**src/rtl/mealy_estado_sig.sv**
```systemverilog
// State register and next-state logic of the overlapping "1101" Mealy detector, plus a
// saturating detection counter. Define MEALY_SYNC_EN to pass w through a two-flop synchronizer.
module mealy_estado_sig #(
  parameter int CNT_W = 8
) (
  input  logic             clk,
  input  logic             reset,
  input  logic             en,
  input  logic             w,
  input  logic             clr_cnt,
  output logic             w_q,
  output logic             y1,
  output logic             y2,
  output logic [CNT_W-1:0] cnt
);

  typedef enum logic [1:0] {
    S0 = 2'b00,  // nothing matched
    S1 = 2'b01,  // "1"
    S2 = 2'b10,  // "11"
    S3 = 2'b11   // "110"
  } state_t;

  localparam logic [CNT_W-1:0] CNT_MAX = '1;

  state_t state;
  logic   detect;

`ifdef MEALY_SYNC_EN
  logic w_meta;

  // The synchronizer runs every edge, independent of en, so w_q always tracks w two edges late.
  always_ff @(posedge clk) begin
    if (reset) begin
      w_meta <= 1'b0;
      w_q    <= 1'b0;
    end else begin
      w_meta <= w;
      w_q    <= w_meta;
    end
  end
`else
  assign w_q = w;
`endif

  // Same condition the downstream stage uses for z = w_q & y1 & y2.
  assign detect = en && w_q && (state == S3);

  // NOTE: sequential state uses non-blocking assignments so every flop samples pre-edge values.
  always_ff @(posedge clk) begin
    if (reset) begin
      state <= S0;
      cnt   <= '0;
    end else begin
      if (en) begin
        unique case (state)
          S0: state <= w_q ? S1 : S0;
          S1: state <= w_q ? S2 : S0;
          S2: state <= w_q ? S2 : S3;
          S3: state <= w_q ? S1 : S0;  // trailing "1" of a match starts the next one
        endcase
      end
      if (clr_cnt)
        cnt <= '0;
      else if (detect && (cnt != CNT_MAX))
        cnt <= cnt + 1'b1;
    end
  end

  assign {y1, y2} = state;

endmodule

```
**config.mk**
```make
export PLATFORM = sky130hd
export DESIGN_NAME = mealy_estado_sig
export DESIGN_NICKNAME = d
export VERILOG_FILES = /design/src/rtl/mealy_estado_sig.sv
export SDC_FILE = /design/constraint.sdc
export NUM_CORES = 1
export LEC_CHECK = 0
export BUFFER_PORTS_ARGS = -buffer_cell sky130_fd_sc_hd__buf_2
export CORE_MARGIN = 2
export CORE_UTILIZATION = 35
export CTS_CLUSTER_SIZE = 40
export DETAILED_ROUTE_END_ITERATION = 10
export PLACE_DENSITY = 0.65
export SYNTH_ARGS = -nofsm -noshare
export SYNTH_HDL_FRONTEND = slang
export SYNTH_SLANG_ARGS = --single-unit
```
**constraint.sdc**
```tcl
create_clock -name clk -period 1.6 [get_ports clk]
set_input_delay 0.32 -clock clk [delete_from_list [all_inputs] [get_ports clk]]
set_output_delay 0.32 -clock clk [all_outputs]
set_load 0.05 [all_outputs]
```
==> impl_metrics.tcl <==
set metrics [dict create \
    port_buffers 15 \
    crit_arrival_ps 1070 \
    area_growth_pct 22.5 \
    outcome "finished, final reports clean" \
    max_stage_delay_ps 470 \
    hold_slack_ps 251 \
    fin_skew_ps 5.73 \
    yosysTopAreaCell "dfxtp_1" \
    path_depth 1 \
    reg2reg_depth 4 \
    root_buffer "clkbuf_4" \
    first_global_vias 435 \
    yosys_warnings 0 \
    relSlewSlack_pct 78.0 \
    grt_pass1_wl_um 1900 \
    design.core.area_um2 1510 \
    finalWorstSetupSlack_ps 210 \
    wl_met3_um 86 \
    path_cells "buf_2" \
    setup_viol 0 \
    cts.htree.levels 1 \
    routedWlPerCell_um 12.5 \
    drt-total-wl_um 1150 \
    cts_tree "yes" \
    met2_wirelength_um 506 \
    cp_slowest_cell "dfxtp_1" \
    tightest_slew_ps 328 \
    antenna_found_initial 0 \
    total_power_mw 0.546 \
    synth_edf_count 0 \
    numCtsBuffers 3 \
    ys_types 26 \
    die_area_um2 1940 \
    drcViolationCount 0 \
    synth_area_um2 561 \
    synth_common_cells "dfxtp_1 (10), a211oi_1 (5), a31oi_1 (4), ha_1 (4), mux2i_1 (4)" \
    std_cell_rows 14 \
    fin_cells 92 \
    synth_seq_area_share_pct 35.7 \
    synth_area_leaders "dfxtp_1 (36%), ha_1 (8.9%), mux2i_1 (7.1%)" \
    num_antenna_cells 0 \
    crit_buf_inv 1 \
    timing.final.crit_period_ps 1390 \
    min_path_cells 2 \
    rsz0062_at_grt "no" \
    drive_gt1_share_pct 35.5 \
    p_leak_nw 0.305 \
    die_height_um 44.0 \
    hpwlAfterDp_um 872 \
    die_w_um 44.0 \
    vdd_drop_max_uv 444 \
    clkTransAtPathRegs_ps 70 \
    synth_cells 58 \
    via_count 513 \
    crit_path_start_kind "register" \
    maxUsedRoutingLayer "met4" \
    grt_max_degree 11 \
    via_per_inst 5.58 \
    insertion_delay_ps 280 \
    gr-usage-all-layers_pct 14.3 \
    ios 16 \
    fin_nets 86 \
    timing.final.crit_share_pct 86.9 \
    synthArstFlopShare_pct 0 \
    tns_ps 0 \
    syn_nets 67 \
    pre_cts_ws_ps 303 \
    grt-ovfl-total 0 \
    finalMaxSlewViolations 0 \
    critPathMaxFanout 10 \
    routabilityCongestion 0.704 \
    wl_met1_um 514 \
    drtAntennaViolNets 0 \
    yosysMostFrequentCell "dfxtp_1" \
    hold_class "in2reg" \
    p_per_area_nw_per_um2 795 \
    cp_data_required_time_ps 1280 \
    fmax_ghz 0.719 \
    dpl.cell_count 88 \
    first_pass_iters 3 \
    initial_utilization_pct 37.2 \
    end_kind "output port" \
    post-cts-setup-buffers 0 \
    cpLargestDelayFamily "flip-flops" \
    cts_num_sinks 10 \
    avgSynthCellArea_um2 9.66 \
    cap_violations 0 \
    path_class "reg2out" \
    drtIter0Drc 5 \
    hold_buffers 0 \
    cts_resized 0 \
    ys_seq_elements 10 \
    cts.path.max_buffers 2 \
    synth.top_cell.area_share_pct 35.7 \
    final-hold-violation-count 0 \
    synthFlopType "dfxtp_1" \
]
## area by class of cell
type / instances / area (um^2)
Timing Repair Buffer: 15 / 75.1
Fill cell: 160 / 820
Tap cell: 16 / 20.0
Sequential cell: 10 / 203
Clock buffer: 4 / 36.3
Inverter: 2 / 7.51
Multi-Input combinational cell: 45 / 345
## logic make-up after synthesis
group / share of synthesized area (%)
multiplexers: 7.14
AND/OR/NAND/NOR: 23.9
AO/OA/AOI/OAI: 21.7
adder cells (fa/ha/maj): 8.93
flip-flops: 35.7
buffers and inverters: 2.68
## layer usage
| metal | global-route usage [%] | vias to the layer above |
|---|---|---|
| met3 | 6.12 | 4 |
| met2 | 19.4 | 16 |
| li1 | - | 261 |
| met5 | 0 | - |
| met4 | 10.9 | 0 |
| met1 | 17.6 | 232 |
## state kept, by name, indices dropped and copies added (netlist names)
signal	cells
state	2
cnt	8
## report_power, final
part	switching [mW]	leakage (nW)	internal (mW)
Combinational	0.0378	0.202	0.0188
Sequential	0.00499	0.0816	0.254
Clock	0.0925	0.0210	0.139
## final timing paths
kind / start / end / slack [ps]
max: cnt[2] / cnt[2] / 210
min: reset / state[0] / 250
max reg2reg: cnt[0] / cnt[4] / 300
min reg2reg: cnt[1] / cnt[1] / 500
## placed cells by master, fill, tap and decap left out
| master | instances |
|---|---|
| a211oi_1 | 5 |
| a21boi_0 | 1 |
| a21boi_4 | 1 |
| a21oi_1 | 1 |
| a311oi_1 | 1 |
| a31oi_1 | 4 |
| a41oi_1 | 1 |
| and2_1 | 1 |
| and3_1 | 1 |
| and3_2 | 3 |
| and4_1 | 3 |
| and4_4 | 1 |
| and4b_1 | 1 |
| buf_2 | 15 |
| clkbuf_4 | 3 |
| clkbuf_8 | 1 |
| dfxtp_1 | 8 |
| dfxtp_2 | 2 |
| ha_1 | 4 |
| inv_1 | 2 |
| mux2i_1 | 4 |
| nand2_1 | 3 |
| nand3_1 | 1 |
| nor2_1 | 3 |
| nor2b_1 | 1 |
| nor3_1 | 1 |
| o21ai_0 | 2 |
| or2_2 | 1 |
| or3_1 | 1 |
## stage by stage
step                utilization [%]  instance area [um^2]
floorplan                         -                   563
global placement               43.2                   651
detailed placement             43.2                   651
CTS                            45.6                   687
global route                   45.6                   687
finish                         45.6                   687
Note: power is estimated with default switching activity, not from simulation.
